===== config.mk =====
export PLATFORM = sky130hd
export DESIGN_NAME = rom_bus_master_flat
export DESIGN_NICKNAME = d
export VERILOG_FILES = /design/src/rtl/rom_bus_master_if.sv /design/src/rtl/rom_bus_master.sv /design/src/flat_wrapper.sv
export SDC_FILE = /design/constraint.sdc
export NUM_CORES = 1
export LEC_CHECK = 0
export CAP_MARGIN = 20
export CORE_UTILIZATION = 35
export DETAILED_ROUTE_END_ITERATION = 6
export PLACE_DENSITY = 0.72
export SLEW_MARGIN = 20
export SYNTH_ARGS = -nofsm -noshare
export SYNTH_HDL_FRONTEND = slang
export SYNTH_SLANG_ARGS = --single-unit

===== constraint.sdc =====
create_clock -name clock -period 3.79 [get_ports clock]
set_input_delay 0.758 -clock clock [delete_from_list [all_inputs] [get_ports clock]]
set_output_delay 0.758 -clock clock [all_outputs]
set_load 0.005 [all_outputs]

===== src/rtl/rom_bus_master_if.sv =====
// Multiplexed 4-bit ROM/IO bus pins shared by the bus master and its ROM responders.
interface rom_bus_master_if;
  logic [3:0] data_i;
  logic [3:0] data_o;
  logic       data_en;
  logic       sync;
  logic       cmd;

  modport master (
    input  data_i,
    output data_o,
    output data_en,
    output sync,
    output cmd
  );

  modport slave (
    output data_i,
    input  data_o,
    input  data_en,
    input  sync,
    input  cmd
  );
endinterface


===== src/rtl/rom_bus_master.sv =====
// CPU-side initiator for the 4-bit ROM/IO bus: subcycle sequencer, nibble-serial fetch,
// opcode capture and SRC / I/O-write issue. Every output is a flop fed from next-state.
module rom_bus_master #(
  parameter logic [11:0] RESET_PC = 12'h000
) (
  input  logic             clock,
  input  logic             reset,
  rom_bus_master_if.master bus,
  input  logic [11:0]      pc,
  input  logic             src_req,
  input  logic [7:0]       src_data,
  input  logic             io_req,
  input  logic [3:0]       io_data,
  output logic [7:0]       inst,
  output logic             inst_valid,
  output logic             src_done,
  output logic             io_done
);

  localparam int unsigned ADDR_W = 12;
  localparam int unsigned NIB_W  = 4;
  localparam int unsigned OP_W   = 8;

  typedef enum logic [2:0] {
    SC_A1 = 3'd0,
    SC_A2 = 3'd1,
    SC_A3 = 3'd2,
    SC_M1 = 3'd3,
    SC_M2 = 3'd4,
    SC_X1 = 3'd5,
    SC_X2 = 3'd6,
    SC_X3 = 3'd7
  } subcycle_e;

  subcycle_e         phase, phase_nxt;
  logic [ADDR_W-1:0] addr, addr_nxt;
  logic              src_act, src_act_nxt;
  logic              io_act, io_act_nxt;
  logic [OP_W-1:0]   src_reg, src_reg_nxt;
  logic [NIB_W-1:0]  io_reg, io_reg_nxt;
  logic [OP_W-1:0]   inst_nxt;
  logic [NIB_W-1:0]  data_o_nxt;
  logic              data_en_nxt;
  logic              cmd_nxt;
  logic              sync_nxt;
  logic              inst_valid_nxt;
  logic              src_done_nxt;
  logic              io_done_nxt;

  // State and output registers; reset lands directly in the address phase of RESET_PC.
  always_ff @(posedge clock or posedge reset) begin
    if (reset) begin
      phase       <= SC_A1;
      addr        <= RESET_PC;
      src_act     <= 1'b0;
      io_act      <= 1'b0;
      src_reg     <= '0;
      io_reg      <= '0;
      inst        <= '0;
      bus.data_o  <= RESET_PC[NIB_W-1:0];
      bus.data_en <= 1'b1;
      bus.cmd     <= 1'b1;
      bus.sync    <= 1'b0;
      inst_valid  <= 1'b0;
      src_done    <= 1'b0;
      io_done     <= 1'b0;
    end else begin
      phase       <= phase_nxt;
      addr        <= addr_nxt;
      src_act     <= src_act_nxt;
      io_act      <= io_act_nxt;
      src_reg     <= src_reg_nxt;
      io_reg      <= io_reg_nxt;
      inst        <= inst_nxt;
      bus.data_o  <= data_o_nxt;
      bus.data_en <= data_en_nxt;
      bus.cmd     <= cmd_nxt;
      bus.sync    <= sync_nxt;
      inst_valid  <= inst_valid_nxt;
      src_done    <= src_done_nxt;
      io_done     <= io_done_nxt;
    end
  end

  // Next-state and output decode; outputs are decoded for the subcycle being entered.
  always_comb begin
    phase_nxt      = subcycle_e'(3'(phase + 3'd1));
    addr_nxt       = addr;
    src_act_nxt    = src_act;
    io_act_nxt     = io_act;
    src_reg_nxt    = src_reg;
    io_reg_nxt     = io_reg;
    inst_nxt       = inst;
    data_o_nxt     = '0;
    data_en_nxt    = 1'b0;
    cmd_nxt        = 1'b1;
    sync_nxt       = 1'b0;
    inst_valid_nxt = 1'b0;
    src_done_nxt   = 1'b0;
    io_done_nxt    = 1'b0;

    // Per-cycle requests are taken only at the edge closing X3; SRC has priority over I/O.
    if (phase == SC_X3) begin
      addr_nxt    = pc;
      src_act_nxt = src_req;
      io_act_nxt  = io_req & ~src_req;
      src_reg_nxt = src_data;
      io_reg_nxt  = io_data;
    end

    if (phase == SC_M1) inst_nxt[7:4] = bus.data_i;
    if (phase == SC_M2) inst_nxt[3:0] = bus.data_i;

    unique case (phase_nxt)
      SC_A1: begin
        data_en_nxt = 1'b1;
        data_o_nxt  = addr_nxt[3:0];
      end
      SC_A2: begin
        data_en_nxt = 1'b1;
        data_o_nxt  = addr_nxt[7:4];
      end
      SC_A3: begin
        data_en_nxt = 1'b1;
        data_o_nxt  = addr_nxt[11:8];
      end
      SC_M1: ;
      SC_M2: begin
        if (io_act_nxt) cmd_nxt = 1'b0;
      end
      SC_X1: begin
        inst_valid_nxt = 1'b1;
      end
      SC_X2: begin
        if (src_act_nxt) begin
          cmd_nxt     = 1'b0;
          data_en_nxt = 1'b1;
          data_o_nxt  = src_reg_nxt[7:4];
        end else if (io_act_nxt) begin
          data_en_nxt = 1'b1;
          data_o_nxt  = io_reg_nxt;
        end
      end
      SC_X3: begin
        sync_nxt     = 1'b1;
        src_done_nxt = src_act_nxt;
        io_done_nxt  = io_act_nxt;
        if (src_act_nxt) begin
          data_en_nxt = 1'b1;
          data_o_nxt  = src_reg_nxt[3:0];
        end
      end
      default: ;
    endcase
  end

endmodule


===== src/flat_wrapper.sv =====
// flat-port wrapper written by rule: the top's interface ports become plain ports
module rom_bus_master_flat 
#(
  parameter logic [11:0] RESET_PC = 12'h000
)
  (clock, reset, pc, src_req, src_data, io_req, io_data, inst, inst_valid, src_done, io_done, bus_data_i, bus_data_o, bus_data_en, bus_sync, bus_cmd);
  rom_bus_master_if bus_i ();
  input  logic clock;
  input  logic reset;
  input  logic [11:0] pc;
  input  logic src_req;
  input  logic [7:0] src_data;
  input  logic io_req;
  input  logic [3:0] io_data;
  output logic [7:0] inst;
  output logic inst_valid;
  output logic src_done;
  output logic io_done;
  input wire logic [$bits(bus_i.data_i)-1:0] bus_data_i;
  output wire logic [$bits(bus_i.data_o)-1:0] bus_data_o;
  output wire logic [$bits(bus_i.data_en)-1:0] bus_data_en;
  output wire logic [$bits(bus_i.sync)-1:0] bus_sync;
  output wire logic [$bits(bus_i.cmd)-1:0] bus_cmd;
  assign bus_i.data_i = bus_data_i;
  assign bus_data_o = bus_i.data_o;
  assign bus_data_en = bus_i.data_en;
  assign bus_sync = bus_i.sync;
  assign bus_cmd = bus_i.cmd;
  rom_bus_master #(.RESET_PC(RESET_PC)) u_core (.clock(clock), .reset(reset), .bus(bus_i), .pc(pc), .src_req(src_req), .src_data(src_data), .io_req(io_req), .io_data(io_data), .inst(inst), .inst_valid(inst_valid), .src_done(src_done), .io_done(io_done));
endmodule

==> qor.csv <==
stage,metric,value,unit
run_status,status,completed,
yosys,Syn. warnings,0,
drt,total number of vias,1218,
die,Die W,77.1,um
global_routing,number of global-route vias before repair,1364,
clock_tree,H-tree levels,2,
finish,"Design Area, Final",2650,um^2
timing,Max Slew Vio Count,0,
clock_tree,CTS tree,done,
critical_path,arrival time at the worst endpoint,2.66,ns
critical_path,"most used cell, CP",ha_1,
yosys,synthesized flop and latch total,47,
drt,DRC Markers,0,
die,Initial Util,0.374,
timing,skew final,0.00628,ns
die,die area,5940,um^2
run,Max-Cap Viols,0,
power_and_ir_drop,Int Pwr,843,uW
drt,drt wl/cell,15.2,um
power_and_ir_drop,Leakage,0.00113,uW
global_routing,initial antenna violation count,0,
yosys,Synth cell types,24,
clock_tree,post-CTS setup buffers,0,
critical_path,CP cell instances,ha_1 > ha_1 > buf_4 > mux2_2 > a222oi_1 > o211ai_1,
power_and_ir_drop,pwr dens,393,nW/um^2
global_routing,GRT Total Usage,0.145,
drt,Pre-antenna DRT Iters,4,
global_routing,total gr overflow,0,
clock_tree,clk_lat worst skew,0.29,ns
yosys,dominant cell type by area after synthesis,dfrtp_1,
timing,Final Hold Viols,0,
finish,fin util,0.502,
die,Core Box Area,5270,um^2
finish,Syn-to-layout area delta,34.1,%
timing,Tmin final,2.49,ns
placement,GP Congestion,0.728,
power_and_ir_drop,switching part of the total,0.190,
drt,Iteration-0 DRC Markers,89,
critical_path,CP bufs+invs,1,
yosys,most numerous cell in the Yosys netlist,dfrtp_1,
timing,setup TNS,0,ns
drt,DR vias/cell,4.80,
die,# IOs,50,
critical_path,"delay-heaviest family, CP",adder cells,
clock_tree,clock buffer depth,2,
yosys,"Primary FF master, synth",dfrtp_1,
power_and_ir_drop,Comb pwr share,0.087,
yosys,Post-Syn Area,1970,um^2
clock_tree,Num CTS Buffers,5,
yosys,Area contributors post-synth,"dfrtp_1, mux2_2, ha_1, mux2_4, dfstp_2",
timing,Max Clk Rate,0.401,GHz
placement,buffers added on ports,49,
drt,Final ANT Viol Nets,0,
critical_path,slowest cell delay on critical path,0.58,ns
clock_tree,CTS Hold Bufs,0,
timing,slew margin rel.,0.483,
yosys,Mapped Cells,131,
yosys,sequential-to-total area share from yosys stat,0.597,
critical_path,crit-path max FO,13,
finish,diodes inserted,0,
power_and_ir_drop,clock power share,0.406,
timing,Final Cycle Share,0.658,
yosys,most frequent cells after synthesis,"dfrtp_1, mux2_2, ha_1, inv_1",
yosys,"EDFF count, synth",0,
global_routing,first-pass GRT wire length,6560,um
global_routing,largest net degree at the start of global routing,48,
power_and_ir_drop,VDD IR max,0.216,mV
drt,final wirelength,3860,um
yosys,Mapped Nets,170,
critical_path,Startpoint Class,flop,
clock_tree,post-CTS sizing,0,
power_and_ir_drop,sw power,197,uW
timing,unrepaired setup endpoints after global routing,false,
critical_path,CP Data Required Time,3.96,ns
min_path,HP Class,flop to flop,
critical_path,"Slowest-stage cell, CP",ha_1,
yosys,"Avg Cell Area, Syn",15.1,um^2
finish,max reg flops,12,
critical_path,CP Class,flop to flop,
critical_path,CP endpoint kind,flop,
timing,Worst-Margin Slew,0.775,ns
die,FP Rows,26,
timing,final setup fails,0,
finish,number of nets in the layout,222,
power_and_ir_drop,register share of total power,0.508,
placement,dpl cell area,2510,um^2
timing,Hold Slack,0.499,ns
clock_tree,clk sinks,47,
finish,layout cells sized above 1,0.245,
clock_tree,clk slew on worst S/H paths,0.08,ns
placement,HPWL Detailed,2800,um
clock_tree,Root Buffer,clkbuf_8,
yosys,asr flop ratio synth,1.00,
yosys,post-synth top area share,0.571,
die,Die Y,77.1,um
-- layout make-up --
| cell class | count | area, um^2 |
|---|---|---|
| fill | 490 | 2630 |
| clock buffer | 6 | 72.6 |
| clock inverter | 2 | 60.1 |
| inverter | 7 | 27.5 |
| multi-input combinational | 72 | 721 |
| tap | 70 | 87.6 |
| sequential | 47 | 1180 |
| timing repair buffer | 50 | 498 |
-- worst paths after layout --
path / from / endpoint / slack, ns / cells past startpoint
hold / removal: u_core.addr[8] / u_core.addr[8] / 0.50 / 1
setup reg to reg: u_core.phase[0] / u_core.bus.data_o[3] / 1.30 / 6
max in group asynchronous: reset / u_core.phase[2] / 2.42 / 2
setup / recovery: u_core.phase[0] / u_core.bus.data_o[3] / 1.30 / 6
hold reg to reg: u_core.addr[8] / u_core.addr[8] / 0.50 / 1
min in group asynchronous: reset / u_core.inst[7] / 0.90 / 2
-- routing by layer --
layer / vias up / GRT usage / part of all wire
met4: 0 / 0.0604 / 0.015
met2: 45 / 0.232 / 0.46
li1: 564 / - / -
met1: 602 / 0.180 / 0.45
met3: 7 / 0.0452 / 0.069
met5: - / 0 / 0
-- layout by cell type (no fill, tap or decap), types with 5 or more instances in the layout --
cell type        synthesis  final
clkbuf_8                 0      5
mux2_2                  29     29
inv_1                    7      6
nor2b_1                  5      5
ha_1                     7      7
clkdlybuf4s50_1          0     49
dfrtp_1                 45     45
mux2i_1                  5      5
-- power by group through the flow --
stage	Sequential (uW)	Clock, uW	Combinational (uW)
after floorplan	537	0	36.5
after global placement	538	0	90.3
after detailed placement	538	0	91.2
after CTS	528	434	92.1
after global routing	530	454	98.6
final	528	422	90.1
-- stage by stage --
stage	worst slack [ns]	cells	power, uW
6_report	1.30	254	1040
5_1_grt	1.09	254	1080
4_1_cts	1.26	254	1050
3_5_place_dp	1.28	246	629
3_3_place_gp	1.37	246	628
2_1_floorplan	1.90	131	573
-- cells by family after synthesis --
family | share of synthesized area
DFF | 0.597
and+or+nand+nor | 0.0469
AOI/OAI and AO/OA | 0.0526
muxes | 0.221
buffers and inverters | 0.0374
adders and majority gates | 0.0444
(Power assumes the default switching activity.)
